<file path="config.mk">
export PLATFORM = sky130hd
export DESIGN_NAME = enigma_rotor_core
export DESIGN_NICKNAME = d
export VERILOG_FILES = /design/src/rtl/enigma_pkg.sv /design/src/rtl/enigma_rotor_map.sv /design/src/rtl/enigma_rotor_core.sv
export SDC_FILE = /design/constraint.sdc
export NUM_CORES = 1
export LEC_CHECK = 0
export CORE_MARGIN = 3
export CORE_UTILIZATION = 43
export CTS_CLUSTER_DIAMETER = 30
export CTS_CLUSTER_SIZE = 40
export DETAILED_ROUTE_END_ITERATION = 6
export GPL_ROUTABILITY_DRIVEN = 0
export GPL_TIMING_DRIVEN = 1
export HOLD_SLACK_MARGIN = 0.02
export PLACE_DENSITY = 0.74
export SLEW_MARGIN = 20
export SYNTH_ARGS = -nofsm -noshare
export SYNTH_HDL_FRONTEND = slang
export SYNTH_SLANG_ARGS = --single-unit
export TNS_END_PERCENT = 5
</file>
<file path="constraint.sdc">
create_clock -name clk -period 7.39 [get_ports clk]
set_input_delay 1.478 -clock clk [delete_from_list [all_inputs] [get_ports clk]]
set_output_delay 1.478 -clock clk [all_outputs]
set_load 0.005 [all_outputs]
</file>
<file path="src/rtl/enigma_pkg.sv">
// Enigma tables shared by the rotor core: rotor wirings I..V and their inverses,
// reflector B, turnover notches, and the core's FSM/direction encodings.
package enigma_pkg;

   localparam int NUM_WIRINGS = 5;

   typedef logic [4:0] tbl_t;

   // Forward wirings, rotors I..V: WIRING[r][entry contact] = exit contact.
   localparam tbl_t WIRING [NUM_WIRINGS][26] = '{
      '{4,10,12,5,11,6,3,16,21,25,13,19,14,22,24,7,23,20,18,15,0,8,1,17,2,9},
      '{0,9,3,10,18,8,17,20,23,1,11,7,22,19,12,2,16,6,25,13,15,24,5,21,14,4},
      '{1,3,5,7,9,11,2,15,17,19,23,21,25,13,24,4,8,22,6,0,10,12,20,18,16,14},
      '{4,18,14,21,15,25,9,0,24,16,20,8,17,7,23,11,13,5,19,6,10,3,2,12,22,1},
      '{21,25,1,17,6,8,19,24,20,15,18,3,13,7,11,23,0,22,12,9,16,14,5,4,2,10}
   };

   // Inverse wirings for the return path through the rotor stack.
   localparam tbl_t INV_WIRING [NUM_WIRINGS][26] = '{
      '{20,22,24,6,0,3,5,15,21,25,1,4,2,10,12,19,7,23,18,11,17,8,13,16,14,9},
      '{0,9,15,2,25,22,17,11,5,1,3,10,14,19,24,20,16,6,4,13,7,23,12,8,21,18},
      '{19,0,6,1,15,2,18,3,16,4,20,5,21,13,25,7,24,8,23,9,22,11,17,10,14,12},
      '{7,25,22,21,0,17,19,13,11,6,20,15,23,16,2,4,9,12,1,18,10,3,24,14,8,5},
      '{16,2,24,11,23,22,4,13,5,19,25,14,18,12,21,9,20,3,10,6,8,0,17,15,7,1}
   };

   // Reflector B (an involution, which is what makes the machine reciprocal).
   localparam tbl_t REFL_B [26] =
      '{24,17,20,7,16,18,11,3,15,23,13,6,14,10,12,8,4,1,5,25,2,22,21,9,0,19};

   // Position a rotor shows just before it carries its left neighbour: Q E V J Z.
   localparam tbl_t NOTCH [NUM_WIRINGS] = '{16, 4, 21, 9, 25};

   typedef enum logic [2:0] {
      ST_IDLE, ST_STEP, ST_FWD, ST_REFL, ST_BWD, ST_DONE
   } state_e;

   typedef enum logic {
      DIR_FWD = 1'b0,
      DIR_BWD = 1'b1
   } dir_e;

   // Unknown rotor selections fall back to rotor I rather than reading past the table.
   function automatic tbl_t notch_of(input logic [2:0] sel);
      return (int'(sel) < NUM_WIRINGS) ? NOTCH[sel] : NOTCH[0];
   endfunction

endpackage

</file>
<file path="src/rtl/enigma_rotor_map.sv">
// One rotor pass: shift the letter by the rotor position, look it up in the
// forward or inverse wiring, and shift back. Purely combinational.
module enigma_rotor_map
   import enigma_pkg::*;
#(
   parameter int ALPHA = 26,
   parameter int CW    = 5
) (
   input  logic [CW-1:0] char_i,
   input  logic [CW-1:0] pos_i,
   input  logic [2:0]    rotor_sel_i,
   input  dir_e          dir_i,
   output logic [CW-1:0] char_o
);

   localparam logic [CW:0] ALPHA_W = (CW+1)'(ALPHA);

   logic [CW:0]   sum;
   logic [CW-1:0] contact;
   logic [2:0]    sel;
   tbl_t          tbl_idx;
   tbl_t          wired;
   logic [CW-1:0] mapped;

   // Modular add on CW+1 bits with one conditional subtract, then modular subtract with one conditional add.
   always_comb begin
      sum     = {1'b0, char_i} + {1'b0, pos_i};
      contact = (sum >= ALPHA_W) ? CW'(sum - ALPHA_W) : sum[CW-1:0];
      sel     = (int'(rotor_sel_i) < NUM_WIRINGS) ? rotor_sel_i : 3'd0;
      tbl_idx = tbl_t'(contact);
      wired   = (dir_i == DIR_BWD) ? INV_WIRING[sel][tbl_idx] : WIRING[sel][tbl_idx];
      mapped  = CW'(wired);
      if (mapped >= pos_i) begin
         char_o = mapped - pos_i;
      end else begin
         char_o = CW'(({1'b0, mapped} + ALPHA_W) - {1'b0, pos_i});
      end
   end

endmodule

</file>
<file path="src/rtl/enigma_rotor_core.sv">
// Enigma cipher core: NUM_ROTORS rotors with double-step, reflector B and
// loadable start positions. One letter per transaction, one rotor pass per cycle
// through a single shared rotor_map instance.
//
// Handshakes: a letter is taken on a cycle where in_valid & in_ready; in_ready is
// high only in IDLE with no cfg_load. A result is presented with out_valid and held
// unchanged (out_char, out_err) until the cycle where out_valid & out_ready.
module enigma_rotor_core
   import enigma_pkg::*;
#(
   parameter int                      NUM_ROTORS = 3,
   parameter int                      ALPHA      = 26,
   parameter int                      CW         = 5,
   parameter logic [3*NUM_ROTORS-1:0] ROTOR_SEL  = (3*NUM_ROTORS)'(9'o210)
) (
   input  logic                     clk,
   input  logic                     rst_n,
   input  logic                     cfg_load,
   input  logic [NUM_ROTORS*CW-1:0] cfg_pos,
   input  logic                     in_valid,
   input  logic [CW-1:0]            in_char,
   output logic                     in_ready,
   output logic                     out_valid,
   output logic [CW-1:0]            out_char,
   output logic                     out_err,
   input  logic                     out_ready,
   output logic [NUM_ROTORS*CW-1:0] pos
);

   localparam int            KW      = $clog2(NUM_ROTORS);
   localparam logic [KW-1:0] K_LAST  = KW'(NUM_ROTORS-1);
   localparam logic [CW:0]   ALPHA_W = (CW+1)'(ALPHA);

   state_e                state_q, state_d;
   logic [KW-1:0]         k_q, k_d;
   logic [CW-1:0]         c_q, c_d;
   logic                  err_q, err_d;
   logic [CW-1:0]         pos_q [NUM_ROTORS];
   logic [CW-1:0]         pos_d [NUM_ROTORS];
   logic [2:0]            sel_arr [NUM_ROTORS];
   logic [NUM_ROTORS-1:0] step_en;
   logic [CW-1:0]         map_char;
   dir_e                  dir;
   logic                  accept;
   logic                  bad_char;

   genvar g;
   for (g = 0; g < NUM_ROTORS; g++) begin : g_rotor
      assign sel_arr[g]      = ROTOR_SEL[3*g +: 3];
      assign pos[g*CW +: CW] = pos_q[g];
   end

   assign dir      = (state_q == ST_BWD) ? DIR_BWD : DIR_FWD;
   assign accept   = (state_q == ST_IDLE) && !cfg_load && in_valid;
   assign bad_char = ({1'b0, in_char} >= ALPHA_W);

   enigma_rotor_map #(
      .ALPHA (ALPHA),
      .CW    (CW)
   ) u_map (
      .char_i      (c_q),
      .pos_i       (pos_q[k_q]),
      .rotor_sel_i (sel_arr[k_q]),
      .dir_i       (dir),
      .char_o      (map_char)
   );

   // State, rotor counter, letter, error flag and rotor positions.
   always_ff @(posedge clk or negedge rst_n) begin
      if (!rst_n) begin
         state_q <= ST_IDLE;
         k_q     <= '0;
         c_q     <= '0;
         err_q   <= 1'b0;
         for (int i = 0; i < NUM_ROTORS; i++) pos_q[i] <= '0;
      end else begin
         state_q <= state_d;
         k_q     <= k_d;
         c_q     <= c_d;
         err_q   <= err_d;
         for (int i = 0; i < NUM_ROTORS; i++) pos_q[i] <= pos_d[i];
      end
   end

   // Next state: walk rotors 0..N-1, reflect, walk back N-1..0; bad letters skip straight to DONE.
   always_comb begin
      state_d = state_q;
      k_d     = k_q;
      case (state_q)
         ST_IDLE: if (accept) state_d = bad_char ? ST_DONE : ST_STEP;
         ST_STEP: begin
            state_d = ST_FWD;
            k_d     = '0;
         end
         ST_FWD: begin
            if (k_q == K_LAST) state_d = ST_REFL;
            else               k_d     = k_q + 1'b1;
         end
         ST_REFL: begin
            state_d = ST_BWD;
            k_d     = K_LAST;
         end
         ST_BWD: begin
            if (k_q == '0) state_d = ST_DONE;
            else           k_d     = k_q - 1'b1;
         end
         ST_DONE: if (out_ready) state_d = ST_IDLE;
         default: state_d = ST_IDLE;
      endcase
   end

   // Which rotors advance this keypress; every decision looks at pre-step positions only.
   always_comb begin
      step_en    = '0;
      step_en[0] = 1'b1;
      for (int i = 1; i < NUM_ROTORS; i++) begin
         step_en[i] = (pos_q[i-1] == CW'(notch_of(sel_arr[i-1])))
                   || ((i <= NUM_ROTORS-2) && (pos_q[i] == CW'(notch_of(sel_arr[i]))));
      end
   end

   // Datapath: load positions, capture the letter, step rotors, and run each substitution.
   always_comb begin
      c_d   = c_q;
      err_d = err_q;
      for (int i = 0; i < NUM_ROTORS; i++) pos_d[i] = pos_q[i];
      case (state_q)
         ST_IDLE: begin
            if (cfg_load) begin
               for (int i = 0; i < NUM_ROTORS; i++) begin
                  pos_d[i] = ({1'b0, cfg_pos[i*CW +: CW]} >= ALPHA_W) ? '0 : cfg_pos[i*CW +: CW];
               end
            end else if (in_valid) begin
               c_d   = in_char;
               err_d = bad_char;
            end
         end
         ST_STEP: begin
            for (int i = 0; i < NUM_ROTORS; i++) begin
               if (step_en[i]) pos_d[i] = (pos_q[i] == CW'(ALPHA-1)) ? '0 : pos_q[i] + 1'b1;
            end
         end
         ST_FWD, ST_BWD: c_d = map_char;
         ST_REFL:        c_d = CW'(REFL_B[tbl_t'(c_q)]);
         default: ;
      endcase
   end

   // Handshake and result outputs decoded from state and registers.
   always_comb begin
      in_ready  = (state_q == ST_IDLE) && !cfg_load;
      out_valid = (state_q == ST_DONE);
      out_char  = c_q;
      out_err   = err_q;
   end

endmodule

</file>
# Word level (Yosys, flattened, before mapping)
# Memories as Yosys holds them, arrays and structs flattened.
# Cells that the tools add are included.
# W data, S select, Z words.
# word_totals
ff_bits,26
romBits,2240
input_bits,25
mem_count,3
# op_classes
add_sub_neg,10
order_cmp,11
n_eq_ne,22
n_mux,45
bitwise_logic,5
n_reduce_logical,17
# memory_table
name,depth,width,read_ports,rd_clocked_by_memory_dff,wr,line_no,rtl
(no name shown),8,130,1,0,0,enigma_rotor_map.sv:31,wired = (dir_i == DIR_BWD) ? INV_WIRING[sel][tbl_idx] : WIRING[sel][tbl_idx];
(no name shown),8,130,1,0,0,enigma_rotor_map.sv:31,
(no name shown),32,5,1,0,0,enigma_rotor_core.sv:144,ST_REFL: c_d = CW'(REFL_B[tbl_t'(c_q)]);
# ops
operator,count
$mux W130,4
$mux W5,21
$bmux W5 S5,2
$pmux W15 S2,1
$mux W3,8
$eq A5 B5 Y1 const B,4
$ge A5 B5 Y1 const B,4
$ne A2 B2 Y1 const B,9
$pmux W3 S6,1
$add A5 B1 Y5 const B,3
$mux W15,1
$pmux W5 S3,1
$reduce_and A3 Y1,5
$ge A6 B6 Y1 const B,2
$not A5 Y6,2
$bmux W5 S2,1
$sub A5 B5 Y5,2
$pmux W2 S4,1
$add A5 B5 Y6,1
$bmux W3 S2,1
$eq A3 B2 Y1 const B,2
$eq A3 B3 Y1 const B,2
$ge A6 B5 Y1 const B,1
$add A5 B5 Y5 const B,1
27 further kinds,30

# Logic depth before layout (Yosys ltp)
# depth
ltp_word,18
ltp_mapped,31
mapped_depth_nobuf,28

# By module
# A second synthesis with hierarchy kept.
# hier_totals
cells_unflattened,763
area_unflattened_um2,5412.7
# by_module_without_submodules
mod,instances,cells_each,area_per_inst_um2,seq_area_each_um2
enigma_rotor_map,1,485,3055.4,0.0
enigma_rotor_core,1,278,2357.3,650.6

# Least setup slack after synthesis
# OpenSTA, ideal clock, no wires.
# synth_timing
kind,register to register
startpoint,register k_q[1]
endpoint,register c_q[4] (netlist: out_char[4])
arrival_ps,5581
path_slack_ps,1659
stages_incl_launch_ff,27
path_buffers,4
path_cell_list,dfrtp_1 -> clkbuf_1 -> mux2i_1 -> nor2_1 -> a21oi_1 -> inv_1 -> fa_1 -> inv_1 -> buf_1 -> ha_1 -> a211oi_1 -> a311o_1 -> buf_2 -> nand2_1 -> nor3_1 -> a211oi_1 -> a221o_1 -> ha_1 -> o21ai_0 -> a31oi_1 -> o21ai_0 -> nand2b_1 -> buf_1 -> mux2i_1 -> xor2_1 -> a221oi_1 -> a21oi_1
# synth_between
elab_chain_len,18
elab_cells_between_ends,34
# synth_lines
element,line_no,rtl
start: declaration,enigma_rotor_core.sv:35,"logic [KW-1:0] k_q, k_d;"
start signal: assignment,enigma_rotor_core.sv:78,k_q <= k_d;
$not A2 Y3 (implied by the code) *,"enigma_rotor_core.sv:62, enigma_rotor_core.sv:63",
"parallel branches: the longest is 15 deep, another holds $add A5 B5 Y6",-,
$mux W5 *,enigma_rotor_map.sv:33,if (mapped >= pos_i) begin
$pmux W5 S3 *,enigma_rotor_core.sv:127,case (state_q)
end signal: assignment,enigma_rotor_core.sv:73,c_q <= '0;
end signal: assignment,enigma_rotor_core.sv:79,c_q <= c_d;
end: declaration,enigma_rotor_core.sv:36,"logic [CW-1:0] c_q, c_d;"
# Every way passes the cells marked *. The select of a mux whose other input is x is not followed.
# A chain may end at the register's enable or synchronous reset.

# Worst setup path in the final report
# Ends and elaborated chain as after synthesis.

==> impl_metrics.toml <==
[grt]
grt_pass1_vias = 5623
antenna_found_initial = 0
overflow = 0
grt_pass1_wl_mm = 27.9
grt_max_degree = 57
gr-usage-all-layers = 0.250

[synthesis]
netlist_top_cells_area = "dfrtp_1, ha_1, a21oi_1, nor2_1, o21ai_0"
yosys.area_share.simple = 0.228
async_flop_share = 1.00
syn_nets = 781
synth_area_per_cell_um2 = 7.36
synth_compound_area_frac = 0.369
ys_ff_latch = 26
synth.top_cell.area_share = 0.125
ys_types = 94
yosysTopAreaCell = "dfrtp_1"
synth_top_family_by_area = "compound AO/OA/AOI/OAI gates"
synthCells = 709
synth-edff-count = 0
yosys_warnings = 0
synth.area.mux_share = 0.0528
ys_seq_area_frac = 0.125
synth_adder_area_share = 0.119
netlist_area_um2 = 5220
synth_xor_area_frac = 0.0293
synth_ff_type = "dfrtp_1"

[detailed_routing]
vias = 5983
first_pass_iters = 7
detail_route.wl_per_cell_um = 19.8
via_per_inst = 6.95
drc_errors = 0
detail-route-antenna-nets = 0
drt-initial-drc-count = 874
drt_wl_total_mm = 17.1

[placed_design]
dpl.hpwl_mm = 12.5
portBuffers = 47
place_area_um2 = 5670

[run]
drv_cap = 0

[setup_path]
r2r-start = "k_q[1]"
r2r_cells = 23
r2r-end = "out_char[4]"
reg2reg_slack_ns = 0.38
required_ns = 7.51
startpoint = "k_q[1]"
cp_max_fo = 14
crit_path_end = "out_char[4]"
arrival_ns = 7.13
crit_type = "flop to flop"
crit_path_start_kind = "flop"
cp-end-kind = "flop"

[finish]
antennaDiodeCount = 0
final_nets = 791
drive_gt1_frac = 0.0696
fin_util = 0.498
final_area_um2 = 5790
final_common_cell = "nor2_1"
syn2layout_area_growth_pct = 11.0
final_cell_mix = "nor2_1, a21oi_1, nand2_1, o21ai_0, clkdlybuf4s50_1"

[timing]
finalMaxSlewViolations = 0
tightest_slew_ns = 0.818
max_freq_mhz = 143
rsz0062_at_grt = "false"
period_share = 0.949
finalSetupTns_ns = 0
hold_viol = 0
finalCriticalPeriod_ns = 7.01
setup_viol = 0
max_slew_margin = 0.455
fin_worst_skew_ns = 0.00289

[clocking]
h-tree-depth = 1
path_clk_slew_ns = 0.07
cts_root_buf = "clkbuf_16"
clock_latency_ns = 0.26
postCtsSetupBuffers = 0
cts_buffer_depth = 2
cts_tree = "done"
cts_sinks = 26
cts_buffers = 3

[run_status]
outcome = "complete, no violations"

[floorplan]
die_area_um2 = 13500
fp-row-count = 39
core-area_um2 = 11600
die_w_um = 116
start_util = 0.449
die_h_um = 116
io_pins = 48

[hold_path]
hold_path_class = "flop to flop"
[logic make-up after synthesis]
logic type | count (synthesis)
and+or+nand+nor | 238
muxes | 24
adders and majority gates | 47
xor gates and xnor gates | 15
buffers and inverters | 89
AOI/OAI and AO/OA | 270
DFF | 26
[stage by stage]
step	setup WS (ns)	cells	hold WS [ns]
after floorplan	1.66	709	0.504
after global placement	0.815	857	0.486
after detailed placement	0.433	857	0.499
after CTS	0.443	861	0.516
after global routing	0.0766	861	0.554
final	0.376	861	0.514
[critical path: stages, from the launching register on]
cell and delay (ns):
dfrtp_1 0.63, mux2i_1 0.25, nor2_1 0.06, a21oi_1 0.27, inv_1 0.19, fa_1 0.84
inv_1 0.33, ha_1 0.33, and3_1 0.19, a311oi_4 0.58, a21oi_1 0.32, a41o_1 0.31
a31oi_1 0.20, o31ai_1 0.18, a311oi_1 0.55, ha_1 0.38, inv_1 0.10, a31oi_1 0.05
o21ai_0 0.19, nand2b_1 0.18, mux2i_1 0.17, xor2_1 0.15, a221oi_1 0.30, a21oi_1 0.10
[per-layer routing]
metal,track usage,share of wire
met1,0.330,0.41
met2,0.404,0.44
met3,0.0503,0.10
met4,0.0974,0.042
met5,0,0
[synthesized netlist by cell type, types with 8 or more instances]
library cell	count
a211oi_1	14
a21oi_1	61
a221oi_1	13
a31oi_1	14
and2_1	8
and3_1	10
buf_2	12
clkbuf_1	25
dfrtp_1	26
ha_1	43
inv_1	36
mux2i_1	17
nand2_1	58
nand3_1	29
nand4_1	9
nor2_1	67
nor2b_1	8
nor3_1	17
o211ai_1	11
o21a_1	8
o21ai_0	49
o31ai_1	8
xnor2_1	9
[worst min path at each step]
stage,start,end,slack (ns),cells past startpoint
floorplan,out_err,out_err,0.50,1
global placement,out_err,out_err,0.49,1
detailed placement,out_err,out_err,0.50,1
CTS,out_err,out_err,0.52,1
global route,out_err,out_err,0.55,1
finish,out_err,out_err,0.51,1
[registers in the layout, indices dropped and copies added, names as in the netlist]
name      count
pos          15
out_char      5
k_q           2
out_err       1
state_q       3
[timing repair]
action                                  CTS  global route
hold buffers                              0             0
resized for setup                         0             4
endpoints found under the hold margin     0             0
endpoints found under the setup margin    0             1
[layout make-up]
class	instances	area, um^2
clock buffer	3	75.1
tap	143	179
inverter	38	145
timing repair buffer	56	538
fill	1145	5820
clock inverter	1	30.0
multi-input combinational	594	4170
sequential	26	651
Power is left out: the tool's default activity adds up to more than one toggle a clock period on the data nets, which glitch-free logic cannot reach.
